<file path="src/rtl/instr_fetch_unit.sv">
// instr_fetch_unit
// Fetch stage sitting between the PC register and decode. Latches the PC,
// issues a one-cycle word read to instruction memory, and presents the
// returned instruction to decode under a valid/ready handshake. pc_stall
// holds the PC register except on the cycle decode accepts an instruction.
// halt_out (sticky) is raised when an accepted instruction is HALT_INSTR;
// bus_err (sticky) is raised when memory fails to answer within TIMEOUT
// WAIT cycles. Both clear only on rst.
//
// Ports:
//   clk, rst                 clock, synchronous active-high reset
//   pc_in                    current PC from the PC register
//   halt                     external freeze (resumable)
//   flush                    drop in-flight / held instruction
//   imem_req, imem_addr      read strobe and word address (registered)
//   imem_rvalid, imem_rdata  memory response
//   instr_valid, instr_ready decode handshake
//   instr_out, instr_pc      fetched instruction and its PC (registered)
//   pc_stall                 to PC register, low only on an accept cycle
//   halt_out, bus_err        sticky halt / memory-timeout flags
module instr_fetch_unit #(
  parameter int               ADDR_W     = 32,
  parameter int               DATA_W     = 32,
  parameter int               TIMEOUT    = 16,
  parameter logic [DATA_W-1:0] HALT_INSTR = 32'h00100073,
  parameter logic [DATA_W-1:0] NOP_INSTR  = 32'h00000013
) (
  input  logic              clk,
  input  logic              rst,
  input  logic [ADDR_W-1:0] pc_in,
  input  logic              halt,
  input  logic              flush,
  output logic              imem_req,
  output logic [ADDR_W-1:0] imem_addr,
  input  logic              imem_rvalid,
  input  logic [DATA_W-1:0] imem_rdata,
  output logic              instr_valid,
  input  logic              instr_ready,
  output logic [DATA_W-1:0] instr_out,
  output logic [ADDR_W-1:0] instr_pc,
  output logic              pc_stall,
  output logic              halt_out,
  output logic              bus_err
);

  localparam int CNT_W = $clog2(TIMEOUT + 1);

  typedef enum logic [2:0] {
    S_IDLE   = 3'd0,
    S_REQ    = 3'd1,
    S_WAIT   = 3'd2,
    S_VALID  = 3'd3,
    S_HALTED = 3'd4
  } state_t;

  state_t           state;
  logic [CNT_W-1:0] cnt;
  logic [CNT_W-1:0] cnt_nxt;
  logic             discard;

  assign cnt_nxt = cnt + CNT_W'(1);

  // PC advances only when decode takes the instruction and it is not being flushed.
  assign pc_stall = rst | ~(instr_valid & instr_ready & ~flush);

  // Fetch FSM with all registered outputs.
  always_ff @(posedge clk) begin
    if (rst) begin
      state       <= S_IDLE;
      cnt         <= '0;
      discard     <= 1'b0;
      imem_req    <= 1'b0;
      imem_addr   <= '0;
      instr_valid <= 1'b0;
      instr_out   <= NOP_INSTR;
      instr_pc    <= '0;
      halt_out    <= 1'b0;
      bus_err     <= 1'b0;
    end else begin
      case (state)
        S_IDLE: begin
          if (halt || halt_out || bus_err) begin
            state <= S_HALTED;
          end else begin
            // imem_addr doubles as the latched PC for the whole transaction.
            imem_addr <= pc_in;
            imem_req  <= 1'b1;
            state     <= S_REQ;
          end
        end

        S_REQ: begin
          imem_req <= 1'b0;
          cnt      <= '0;
          // A flush here still lets the request go out, but its data is dropped.
          discard  <= flush;
          state    <= S_WAIT;
        end

        S_WAIT: begin
          if (imem_rvalid) begin
            discard <= 1'b0;
            if (discard || flush) begin
              state <= S_IDLE;
            end else begin
              instr_out   <= imem_rdata;
              instr_pc    <= imem_addr;
              instr_valid <= 1'b1;
              state       <= S_VALID;
            end
          end else if (cnt_nxt == CNT_W'(TIMEOUT)) begin
            // Timeout applies even to a discarded response.
            bus_err <= 1'b1;
            discard <= 1'b0;
            state   <= S_HALTED;
          end else begin
            cnt <= cnt_nxt;
            if (flush) begin
              discard <= 1'b1;
            end
          end
        end

        S_VALID: begin
          if (flush) begin
            instr_valid <= 1'b0;
            instr_out   <= NOP_INSTR;
            state       <= S_IDLE;
          end else if (instr_ready) begin
            instr_valid <= 1'b0;
            if (instr_out == HALT_INSTR) begin
              halt_out <= 1'b1;
              state    <= S_HALTED;
            end else begin
              state <= S_IDLE;
            end
          end
        end

        S_HALTED: begin
          // Only an external halt is resumable; sticky flags need rst.
          if (!halt && !halt_out && !bus_err) begin
            state <= S_IDLE;
          end
        end

        default: begin
          state <= S_IDLE;
        end
      endcase
    end
  end

endmodule

</file>
<file path="config.mk">
export PLATFORM = sky130hd
export DESIGN_NAME = instr_fetch_unit
export DESIGN_NICKNAME = d
export VERILOG_FILES = /design/src/rtl/instr_fetch_unit.sv
export SDC_FILE = /design/constraint.sdc
export NUM_CORES = 1
export LEC_CHECK = 0
export ABC_AREA = 1
export CORE_UTILIZATION = 40
export DETAILED_ROUTE_END_ITERATION = 6
export GPL_TIMING_DRIVEN = 0
export PLACE_DENSITY_LB_ADDON = 0.2
export SYNTH_ARGS = -nofsm -noshare
export SYNTH_HDL_FRONTEND = slang
export SYNTH_SLANG_ARGS = --single-unit
</file>
<file path="constraint.sdc">
create_clock -name clk -period 1.9 [get_ports clk]
set_input_delay 0.19 -clock clk [delete_from_list [all_inputs] [get_ports clk]]
set_output_delay 0.19 -clock clk [all_outputs]
set_load 0.05 [all_outputs]
</file>
# After elaboration in Yosys (flattened, before gate mapping)
# Cells that the tools add are included.
[word_totals]
ff_bits = 109
in_bits = 70
wordCells = 84
[classes]
add_sub_neg = 1
n_eq_ne = 16
n_mux = 27
bitwise_logic = 8
n_reduce_logical = 22
[op_table]
columns = ["cell", "count"]
rows = [
  ["$mux 32", 3],
  ["$pmux 32 s2", 1],
  ["$eq 32x21->1 const B", 1],
  ["$mux 3", 7],
  ["$pmux 3 s5", 1],
  ["$ne 2x2->1 const B", 7],
  ["$reduce_and 3->1", 4],
  ["$reduce_and 4->1", 3],
  ["$mux 5", 2],
  ["$pmux 5 s2", 1],
  ["$mux 1", 8],
  ["$eq 3x2->1 const B", 2],
  ["$ne 3x3->1 const B", 2],
  ["$pmux 1 s2", 3],
  ["$reduce_and 2->1", 3],
  ["$reduce_bool 2->1", 3],
  ["$add 5x1->5 const B", 1],
  ["$eq 5x5->1 const B", 1],
  ["$not 1->1", 5],
  ["$ne 4x4->1 const B", 1],
  ["$eq 3x1->1 const B", 1],
  ["$eq 3x3->1 const B", 1],
  ["$logic_not 1->1", 3],
  ["$logic_not 3->1", 1],
  ["5 further kinds", 9],
]

# Longest topological paths before layout
[logic_depth]
word_depth = 5
mapped_depth = 10

# Worst setup path before layout
# Ideal clock, no wire load.
[synth_path]
kind = "input -> output"
startpoint = "in rst"
endpoint = "out pc_stall"
t_arrival_ns = 1.465
required_time_ns = 1.710
path_slack_ns = 0.245
cell_stages = 5
path_buffers = 3
path_cell_list = "buf_2 > inv_1 > clkbuf_1 > clkbuf_1 > nand4_1"
[synth_between]
elab_chain_len = 1
[synth_rtl]
columns = ["item", "line_no", "source"]
rows = [
  ["start: declaration", "29", "input logic rst,"],
  ["$or 1x1->1", "64", "assign pc_stall = rst | ~(instr_valid & instr_ready & ~flush);"],
  ["end: declaration", "41", "output logic pc_stall,"],
]
# Every way passes these cells.

# Final worst setup path
[layout_path]
startpoint = "reg imem_addr[28]"
endpoint = "out imem_addr[28]"
[layout_lines]
columns = ["item", "line_no", "source"]
rows = [
  ["start: declaration", "34", "output logic [ADDR_W-1:0] imem_addr,"],
  ["start signal: assignment", "86", "imem_addr <= pc_in;"],
]
# No word-level cell between the ends.

==> flow_metrics.env <==
export IMPL_grt_max_degree=23
export IMPL_fp_dieArea_sq_mm=0.01086
export IMPL_syn_cell_area_sq_mm=0.004180
export IMPL_nets=808
export IMPL_syn_nets=630
export IMPL_grt_overflow_total=0
export IMPL_r2r_start="state[2]"
export IMPL_synth_seq_area_share_pct=52.20
export IMPL_drcViolationCount=0
export IMPL_port_buffer_count=169
export IMPL_die_w_microns=104.2
export IMPL_instances_no_fill=875
export IMPL_worst_r2r_path_depth=8
export IMPL_clock_fmax_mhz=566.1
export IMPL_dr_total_vias=4262
export IMPL_synth_avg_cell_area_sq_um=7.478
export IMPL_setup_violations=0
export IMPL_start_util_pct=41.99
export IMPL_dp_hpwl_mm=9.279
export IMPL_crit_required_ns=1.71
export IMPL_die_height_microns=104.2
export IMPL_drt_pre_antenna_iters=6
export IMPL_muxShareOfSynthArea_pct=0
export IMPL_antenna_found_initial=0
export IMPL_gp_congestion=0.8202
export IMPL_postCtsHoldBufs=0
export IMPL_synthTopCellsByArea="dfxtp_1 (52%), nor2_1 (15%), o21ai_0 (8.1%)"
export IMPL_fin_crit_sh_pct=92.97
export IMPL_cp_slowest_cell="clkdlybuf4s50_1"
export IMPL_r2r_end="instr_out[4]"
export IMPL_slew_headroom_pct=54.28
export IMPL_synth_edff_count=0
export IMPL_critPathLaunchType="register"
export IMPL_path_class="register to output pin"
export IMPL_ant_nets=0
export IMPL_outcome="completed"
export IMPL_hold_viol=0
export IMPL_io_pins=171
export IMPL_cts_repair_resized=1
export IMPL_power_leakage_nw=2.351
export IMPL_worst_setup_path_end_kind="output pin"
export IMPL_ys_types=26
export IMPL_critPathMaxStageDelay_ns=0.83
export IMPL_min_path_cells=2
export IMPL_clockBufferDepth=2
export IMPL_syn_to_final_growth_pct=48.58
export IMPL_hp_class="primary input to register"
export IMPL_synthXorXnorAreaFrac_pct=0
export IMPL_grt_pass1_vias=4025
export IMPL_cp_arrival_ns=1.58
export IMPL_multi_input_area_sq_mm=0.001735
export IMPL_pre_cts_ws_ns=-0.5340
export IMPL_final_util_pct=62.39
export IMPL_ys_warn_count=0
export IMPL_async_flop_share_pct=0
export IMPL_fp_row_count=36
export IMPL_synth_compound_area_share_pct=13.17
export IMPL_layout_setup_ws_ns=0.1336
export IMPL_finalClockSkew_ns=0.01135
export IMPL_core_area_sq_mm=0.009955
export IMPL_crit_family="buffers and inverters"
export IMPL_drv_max_cap_violation_count=0
export IMPL_period_needed_ns=1.766
export IMPL_rrSetupSlack_ns=0.26
export IMPL_drt_iter0_markers=166
export IMPL_grt_pass1_wl_mm=19.43
export IMPL_clkLatencyLatePin_ns=0.36
export IMPL_critPathBufInv=1
export IMPL_path_cells="clkdlybuf4s50_1"
export IMPL_tightest_slew_ns=0.6850
export IMPL_cts_tree="done"
export IMPL_routedWlPerCell_microns=13.68
export IMPL_synth_adder_area_share_pct=0.2993
export IMPL_yosys_register_bits=109
export IMPL_cts_root_buf="clkbuf_8"
export IMPL_synth_top_family_by_area="simple AND/OR/NAND/NOR gates"
export IMPL_total_power_mw=5.627
export IMPL_hold_path_endpoint="imem_req"
export IMPL_vdd_ir_drop_worst_mv=0.4874
export IMPL_drt_wl_total_mm=11.97
export IMPL_ys_flop_type="dfxtp_1"
export IMPL_rsz0062_at_grt="no"
export IMPL_place_inst=861
export IMPL_clock_sinks=109
export IMPL_synthCells=559
export IMPL_fillerInstances=930
export IMPL_n_antenna_cell=0
export IMPL_synth_simple_gate_area_share_pct=28.05
export IMPL_cp_max_fo=3
export IMPL_yosysTopAreaCellShare_pct=52.20
export IMPL_yosysTopAreaCell="dfxtp_1"
export IMPL_pwr_density_cell_mw_per_mm2=906.0
export IMPL_final_seq_area_sq_mm=0.002182
export IMPL_cts_buffers=9
export IMPL_cts_setup_buffers=0
export IMPL_drive_gt1_share_pct=5.121
export IMPL_grt_use_total_pct=22.27
export IMPL_hold_ws_ns=0.1244
export IMPL_finalMaxSlewViolations=0
export IMPL_worstHoldStart="rst"
export IMPL_clkSlewWorstSetupHoldPaths_ns=0.11
export IMPL_cts_htree_levels=3
export IMPL_viasPerCell=4.871
==> Yosys cell counts, types with 2 or more instances <==
master and count:
inv_1 19, nand3_1 41, buf_4 4, dfxtp_1 109, nand2_1 70, buf_1 2
buf_2 6, nand4_1 4, buf_6 4, nor2_1 163, clkbuf_1 18, inv_2 3
o21ai_0 68, o22ai_1 3, a21oi_1 34
==> sequential cells by signal, summed over array words and instances (netlist names) <==
register     cells
imem_addr       32
instr_out       32
instr_pc        32
cnt              5
state            3
bus_err          1
discard          1
halt_out         1
imem_req         1
instr_valid      1
==> cell families after synthesis <==
| logic type | after synthesis |
|---|---|
| simple gates | 285 |
| flops | 109 |
| compound gates | 108 |
| buf+inv | 56 |
| fa+ha+maj | 1 |
==> placed cells by master, fill, tap and decap left out <==
cell type,n
nand4_1,4
nor3_4,1
o21a_1,1
inv_1,19
clkbuf_1,16
clkbuf_8,9
ha_1,1
or2_2,1
inv_6,3
inv_2,3
a31oi_1,1
nand3_1,41
buf_2,6
and2_0,1
nor3_1,1
dlygate4sd2_1,1
nand2_2,1
dfxtp_1,109
o21ai_0,68
clkdlybuf4s50_1,168
nand4_4,1
a21oi_1,34
buf_4,4
o211ai_1,1
nor2_1,163
buf_1,2
clkinv_4,3
nor2_2,1
o22ai_1,3
clkinv_2,1
buf_6,4
nand2_1,70
==> metal layers <==
layer  wire, microns  track usage (%)
met1            5013            26.66
met2            5955            38.57
met3             865            6.015
met5               0                0
met4             131            7.143
==> where the power goes <==
part | internal (mW) | leakage [nW] | switching, mW
Combinational | 0.597 | 1.37 | 1.08
Sequential | 2.48 | 0.887 | 0.149
Clock | 0.497 | 0.0946 | 0.822
Total | 3.58 | 2.35 | 2.05
==> stage by stage <==
stage	TNS [ns]	instance area, sq um
6_report	0	6211
5_1_grt	0	6211
4_1_cts	0	6211
3_5_place_dp	-0.5340	6038
3_3_place_gp	-0.5309	6038
2_1_floorplan	0	4180
==> worst max path at each step <==
stage / startpoint / end / slack (ns) / depth (start not counted)
2_1_floorplan: rst / pc_stall / 0.24 / 5
3_3_place_gp: rst / pc_stall / -0.53 / 6
3_5_place_dp: rst / pc_stall / -0.53 / 6
4_1_cts: instr_out[0] / instr_out[0] / 0.11 / 1
5_1_grt: instr_out[5] / instr_out[5] / 0.07 / 1
6_report: imem_addr[28] / imem_addr[28] / 0.13 / 1
==> area by class of cell <==
cell class | instances | share of cell area, %
Clock buffer | 9 | 1.994
Sequential cell | 109 | 35.13
Timing Repair Buffer | 169 | 27.22
Tap cell | 133 | 2.679
Multi-Input combinational cell | 394 | 27.94
Inverter | 22 | 1.330
Clock inverter | 7 | 0.9267
Buffer | 32 | 2.780
Power figures use the tool's default switching activity.
